--- config.mk ---
export PLATFORM = sky130hd
export DESIGN_NAME = aer_to_parallel
export DESIGN_NICKNAME = d
export VERILOG_FILES = /design/src/rtl/aer_to_parallel.sv
export SDC_FILE = /design/constraint.sdc
export NUM_CORES = 2
export LEC_CHECK = 0
export ABC_AREA = 1
export CAP_MARGIN = 30
export CORE_MARGIN = 3
export CORE_UTILIZATION = 28
export CTS_CLUSTER_DIAMETER = 60
export DETAILED_ROUTE_END_ITERATION = 8
export GPL_ROUTABILITY_DRIVEN = 1
export SLEW_MARGIN = 20
export SYNTH_ARGS = -nofsm -noshare
export SYNTH_HDL_FRONTEND = slang
export SYNTH_SLANG_ARGS = --single-unit
--- constraint.sdc ---
create_clock -name CLK -period 3.2 [get_ports CLK]
set_input_delay 0.48 -clock CLK [delete_from_list [all_inputs] [get_ports CLK]]
set_output_delay 0.48 -clock CLK [all_outputs]
set_load 0.005 [all_outputs]
--- src/rtl/aer_to_parallel.sv ---
// AER event receiver: collects per-timestep spike bitmaps from a 4-phase REQ/ACK link
// and drains them, MSB-first, as DATA_WIDTH-bit words on a valid/ready stream.
module aer_to_parallel #(
    parameter int unsigned DATA_WIDTH = 4,
    parameter int unsigned NEURON_NUM = 784,
    parameter int unsigned T_STEPS    = 16
) (
    input  logic                  CLK,
    input  logic                  rst_n,
    input  logic                  AER_OUT_REQ,
    input  logic [11:0]           AER_OUT_ADDR,
    output logic                  AER_OUT_ACK,
    output logic [DATA_WIDTH-1:0] dout_parallel,
    output logic                  dout_valid,
    input  logic                  dout_ready,
    output logic                  dout_last,
    output logic [3:0]            tstep_cnt,
    output logic                  finish,
    output logic                  addr_err
);

    localparam int unsigned    WORDS      = NEURON_NUM / DATA_WIDTH;
    localparam int unsigned    WCW        = (WORDS > 1) ? $clog2(WORDS) : 1;
    localparam logic [WCW-1:0] LAST_WORD  = WCW'(WORDS - 1);
    localparam logic [10:0]    NEURON_LIM = 11'(NEURON_NUM);
    localparam logic [3:0]     LAST_STEP  = 4'(T_STEPS - 1);

    typedef enum logic [1:0] {Collect, HoldAck, Drain} state_e;

    state_e                state;
    logic [NEURON_NUM-1:0] bitmap;
    logic [WCW-1:0]        word_cnt;
    logic                  is_marker;
    logic                  spike_ok;
    logic                  last_word;
    logic [9:0]            base;

    assign is_marker = AER_OUT_ADDR[11:10] == 2'b01;
    assign spike_ok  = !AER_OUT_ADDR[11] && ({1'b0, AER_OUT_ADDR[9:0]} < NEURON_LIM);
    assign last_word = word_cnt == LAST_WORD;
    assign dout_last = dout_valid && last_word;
    assign base      = 10'(word_cnt) * 10'(DATA_WIDTH);

    // Lowest-numbered neuron of the word lands in the MSB.
    always_comb begin
        dout_parallel = '0;
        for (int j = 0; j < DATA_WIDTH; j++) begin
            dout_parallel[DATA_WIDTH-1-j] = bitmap[base + 10'(j)];
        end
    end

    always_ff @(posedge CLK or negedge rst_n) begin
        if (!rst_n) begin
            state       <= Collect;
            bitmap      <= '0;
            word_cnt    <= '0;
            tstep_cnt   <= '0;
            AER_OUT_ACK <= 1'b0;
            dout_valid  <= 1'b0;
            finish      <= 1'b0;
            addr_err    <= 1'b0;
        end else begin
            finish <= 1'b0;
            unique case (state)
                Collect: begin
                    if (AER_OUT_REQ) begin
                        if (is_marker) begin
                            // Marker ACK is withheld until the bitmap is fully drained.
                            word_cnt   <= '0;
                            dout_valid <= 1'b1;
                            state      <= Drain;
                        end else begin
                            if (spike_ok) begin
                                bitmap[AER_OUT_ADDR[9:0]] <= 1'b1;
                            end else begin
                                addr_err <= 1'b1;
                            end
                            AER_OUT_ACK <= 1'b1;
                            state       <= HoldAck;
                        end
                    end
                end
                HoldAck: begin
                    if (!AER_OUT_REQ) begin
                        AER_OUT_ACK <= 1'b0;
                        state       <= Collect;
                    end
                end
                Drain: begin
                    if (dout_ready) begin
                        if (last_word) begin
                            bitmap      <= '0;
                            word_cnt    <= '0;
                            tstep_cnt   <= (tstep_cnt == LAST_STEP) ? 4'd0 : tstep_cnt + 4'd1;
                            finish      <= tstep_cnt == LAST_STEP;
                            dout_valid  <= 1'b0;
                            AER_OUT_ACK <= 1'b1;
                            state       <= HoldAck;
                        end else begin
                            word_cnt <= word_cnt + WCW'(1);
                        end
                    end
                end
                default: state <= Collect;
            endcase
        end
    end

endmodule

Yosys cells after proc, flatten, opt, wreduce, memory -nomap -nowiden
Index checks and enable logic that the tools add are counted.
W data, S select, Z words.
{"block": "op_classes", "n_addsub": 5, "magnitude_cmp": 7, "eq_ne": 12, "mux": 42, "bitwise_logic": 3, "reduce_logical": 14}
{"op": "$mux W784", "count": 5}
{"op": "$pmux W784 S2", "count": 1}
{"op": "$or A784 B784 Y784", "count": 1}
{"op": "$lt A10 B11 Y1 const B", "count": 5}
{"op": "$mux W8", "count": 4}
{"op": "$bmux W1 S10", "count": 3}
{"op": "$add A10 B2 Y10 const B", "count": 2}
{"op": "$mux W1", "count": 17}
{"op": "$pmux W8 S2", "count": 1}
{"op": "$ne A2 B2 Y1 const B", "count": 7}
{"op": "$reduce_and A4 Y1", "count": 3}
{"op": "$reduce_and A6 Y1", "count": 2}
{"op": "$add A10 B1 Y10 const B", "count": 1}
{"op": "$demux W1 S10", "count": 1}
{"op": "$ge A10 B1 Y1 const B", "count": 1}
{"op": "$lt A10 B10 Y1 const B", "count": 1}
{"op": "$mux W2", "count": 5}
{"op": "$add A8 B1 Y8 const B", "count": 1}
{"op": "$bmux W1 S8", "count": 1}
{"op": "$eq A8 B8 Y1 const B", "count": 1}
{"op": "$pmux W2 S3", "count": 1}
{"op": "$reduce_and A5 Y1", "count": 1}
{"op": "$add A4 B1 Y4 const B", "count": 1}
{"op": "$eq A2 B1 Y1 const B", "count": 2}
{"op": "12 further kinds", "count": 15}
{"block": "totals", "regBits": 802, "out_inout_bits": 13, "wordCells": 91}

Depth between registers and ports, before layout
{"block": "depth", "word_depth": 9, "depth_mapped": 17}

Worst setup path after synthesis
No wires, ideal clock.
{"block": "synth_path", "path_kind": "register to output", "from": "reg word_cnt[0]", "to": "out dout_parallel[0]", "arrival_ns": 2.026, "setup_slack_ns": 0.694, "path_stages_with_launch": 13, "path_buffers": 5, "path_cell_list": "dfrtp_1 > buf_2 > clkinv_1 > clkbuf_1 > buf_2 > clkbuf_1 > clkbuf_1 > nor2_1 > o22ai_1 > nand2_1 > nand2_1 > nand2_1 > nand2_1"}
{"block": "synth_via", "elab_chain_cells": 3}
{"item": "start, declared", "line": "32", "source": "logic [WCW-1:0] word_cnt;"}
{"item": "start signal, assigned", "line": "100", "source": "word_cnt <= word_cnt + WCW'(1);"}
{"item": "$add A10 B2 Y10", "line": "48", "source": "dout_parallel[DATA_WIDTH-1-j] = bitmap[base + 10'(j)];"}
{"item": "$bmux W1 S10", "line": "48"}
{"item": "$mux W1 (implied by the code)", "line": "48"}
{"item": "end, declared", "line": "13", "source": "output logic [DATA_WIDTH-1:0] dout_parallel,"}
Every way passes these cells. The select of a mux whose other input is x is not followed.

Final worst setup path
{"block": "layout_path", "from": "reg word_cnt[0]", "to": "out dout_parallel[2]"}
{"block": "layout_via", "elab_chain_cells": 3}
{"item": "$add A10 B1 Y10", "line": "48"}
{"item": "$bmux W1 S10", "line": "48"}
{"item": "$mux W1 (implied by the code)", "line": "48"}
Every way passes these cells. The select of a mux whose other input is x is not followed.

==> key figures <==
Setup path
  • RR Endpoint: bitmap[587]
  • Data required, critical path: 2.72 ns
  • Crit. End Element: output port
  • Critical R2R Launch: word_cnt[0]
  • Max Fanout on Critical Path: 16
  • R2R depth: 16
  • Register-to-Register Setup Slack: 0.11 ns
  • WS Path Type: reg2out
  • Type of origin of the critical path: flop
  • Worst EP arrival: 3.00 ns

Place
  • Hpwl dp: 85.7 mm
  • Placed cell count: 7651
  • Port bufs: 28
  • Gp weighted congestion: 0.844
  • DP Area: 45300 um^2

STA
  • Crit share post-route: 109%
  • Final hold vios: 0
  • Final worst setup slack: -0.278 ns
  • # setup viols final: 4
  • Tmin final: 3.48 ns
  • FMAX: 288 MHz
  • Unrepaired setup endpoints after global routing: true
  • Final Max Slew Viols: 0
  • Total Negative Setup Slacks: -1.02 ns
  • Clock skew: 0.0228 ns
  • Slew headroom: 50.2%
  • Worst hold slack: 0.355 ns
  • Worst Max-Slew Pin Slew: 0.746 ns

Synthesis
  • Syn avg cell area: 7.04 um^2
  • Register area share after synthesis: 48.7%
  • Synth async-reset ratio: 100%
  • Distinct cells, synth: 32
  • Flip-flop and latch count after synthesis: 802
  • Ys Warns: 0
  • Most used flip-flop cell after synthesis: dfrtp_1
  • Synth Instances: 5858
  • Commonest cells in the synthesized netlist: nor2_1 (1957), nand2_1 (1057), a21oi_1 (811)
  • Count leader, synth: nor2_1
  • Largest cells by area after synthesis: dfrtp_1 (49%), nor2_1 (18%), a21oi_1 (9.8%), nand2_1 (9.6%), inv_1 (2.8%)
  • Post-Syn Area: 41200 um^2
  • Dominant cell type by area after synthesis: dfrtp_1
  • Yosys top cell area share: 48.7%
  • Syn_nets: 5876
  • Number of synthesized flops with an enable pin: 0

Pwr
  • Peak supply drop: 0.000524 V
  • Leak pwr: 0.0231 uW
  • PD cells: 721 nW/um^2

Flow run
  • Max Cap Viol: 0

Global routing
  • All-Layer GR Usage: 18.5%
  • Initial antenna violation count: 1
  • Wire length of the first global-routing pass: 224 mm
  • Residual overflow from global routing: 0
  • Vias in the first global route: 37116
  • Pin count of the biggest net entering global routing: 105

Clocking
  • H-tree Lvls: 3
  • CTS tree: built
  • Clock buffer depth: 3
  • Clock transition at path regs: 0.06 ns
  • Root buffer cell: clkbuf_16
  • CTS Buf Count: 97
  • Clock Sinks: 802
  • Clock latency on the worst-skew pair: 0.68 ns

Route
  • DR vias/cell: 4.95
  • Average routed wire per standard cell: 18.2 um
  • Residual DRC count: 0
  • Top Metal Used: met4
  • Metal2 WL: 65.4 mm
  • DRT Pass-1 Iters: 6
  • DRT iter0 DRCs: 4280
  • M1 WL: 62.7 mm
  • WL met3: 10.3 mm
  • Final WL: 143 mm
  • Routed Antenna Nets: 0
  • Via count: 38949

Floorplanning
  • I/O Pins: 29
  • Die height: 390 um
  • Cell row count: 140
  • Initial Utilization: 28.3%
  • Die width: 390 um
  • Die footprint: 152000 um^2
  • Core ar.: 146000 um^2

Outcome
  • Failing checks: negative setup slack
  • Status: finished, violations left

Finish
  • Area Overhead vs Synth: 19.6%
  • Design area: 49300 um^2
  • Ant. Diodes: 0
  • Fillcell total: 15389
  • Final core occ: 33.8%
  • Layout cells sized above 1: 9.52%
  • Final cell count without fillers: 7862
  • Fin nets: 5882

Hold path
  • HP Class: in2async
[layer usage]
metal	global-route usage, %	up-vias
met5	0	-
met3	2.81	279
li1	-	18354
met4	6.49	0
met1	25.6	18931
met2	29.4	1385
[registers in the layout (all words and copies together), names as in the netlist]
name	count
AER_OUT_ACK	1
addr_err	1
bitmap	784
dout_valid	1
finish	1
state	2
tstep_cnt	4
word_cnt	8
[placed cells by master, fill, tap and decap left out, types with 98 or more instances in the layout]
master     Yosys  layout
nor2_1      1957    1931
nand2_1     1057    1041
a21oi_1      811     808
dfrtp_1      802     799
inv_1        303     303
buf_4         45     215
o21ai_0      216     205
nand3_1      163     158
clkbuf_16      0     100
buf_12         0      98
[worst max-delay path: stages, from the launching register on]
cell       delay [ns]
dfrtp_4          0.42
buf_12           0.21
clkinv_16        0.11
buf_16           0.19
buf_4            0.18
o21ai_0          0.19
nand2_1          0.07
nand2_1          0.06
nand2_1          0.07
nor2_2           0.12
nor2_1           0.06
nor2_1           0.20
nand3_1          0.12
nand3_1          0.08
nand2_1          0.08
buf_6            0.13
[report_power, final]
part	leakage, uW	switching [uW]	internal (uW)	total [uW]
logic	0.0112	8420	4990	13400
clock network	0.00159	4650	6620	11300
registers	0.0103	226	10600	10900
[cell families (layout without fill, tap and decap cells)]
kind of cell	after synthesis	in the layout	synth area share (%)
simple gates	3214	3214	30.0
buf+inv	774	861	8.17
compound gates	1064	1064	13.1
flops	802	802	48.7
fa+ha+maj	2	2	0.0607
xor+xnor	2	2	0.0425
[final cells by class]
type | count | area, um^2 | share of cell area (%)
clock buffer | 143 | 2780 | 5.64
clock inverter | 37 | 470 | 0.954
inverter | 316 | 1230 | 2.49
multi-input combinational | 4282 | 18000 | 36.5
sequential | 802 | 20100 | 40.7
tap | 1917 | 2400 | 4.86
timing repair buffer | 365 | 4340 | 8.81
[stage by stage]
stage,worst slack [ns],total power [uW]
floorplan,0.694,18500
global placement,-0.128,23300
detailed placement,-0.129,23300
CTS,-0.304,35300
global route,-0.395,37400
finish,-0.278,35500
[how the worst max path moves through the flow]
stage / start / endpoint / slack, ns
2_1_floorplan: word_cnt[0] / dout_parallel[0] / 0.69
3_3_place_gp: word_cnt[0] / dout_parallel[2] / -0.13
3_5_place_dp: word_cnt[0] / dout_parallel[2] / -0.13
4_1_cts: word_cnt[0] / dout_parallel[0] / -0.30
5_1_grt: word_cnt[0] / dout_parallel[2] / -0.39
6_report: word_cnt[0] / dout_parallel[2] / -0.28
[repair_timing]
| action | in CTS | in global routing |
|---|---|---|
| endpoints found under the hold margin | 36 | 0 |
| pin swaps | 16 | 14 |
| hold buffers | 1 | 0 |
| setup endpoints to repair | 5 | 16 |
| gates resized for setup | 66 | 48 |
| setup buffers | 17 | 6 |
| cloned | 4 | 3 |
Power figures use the tool's default switching activity.
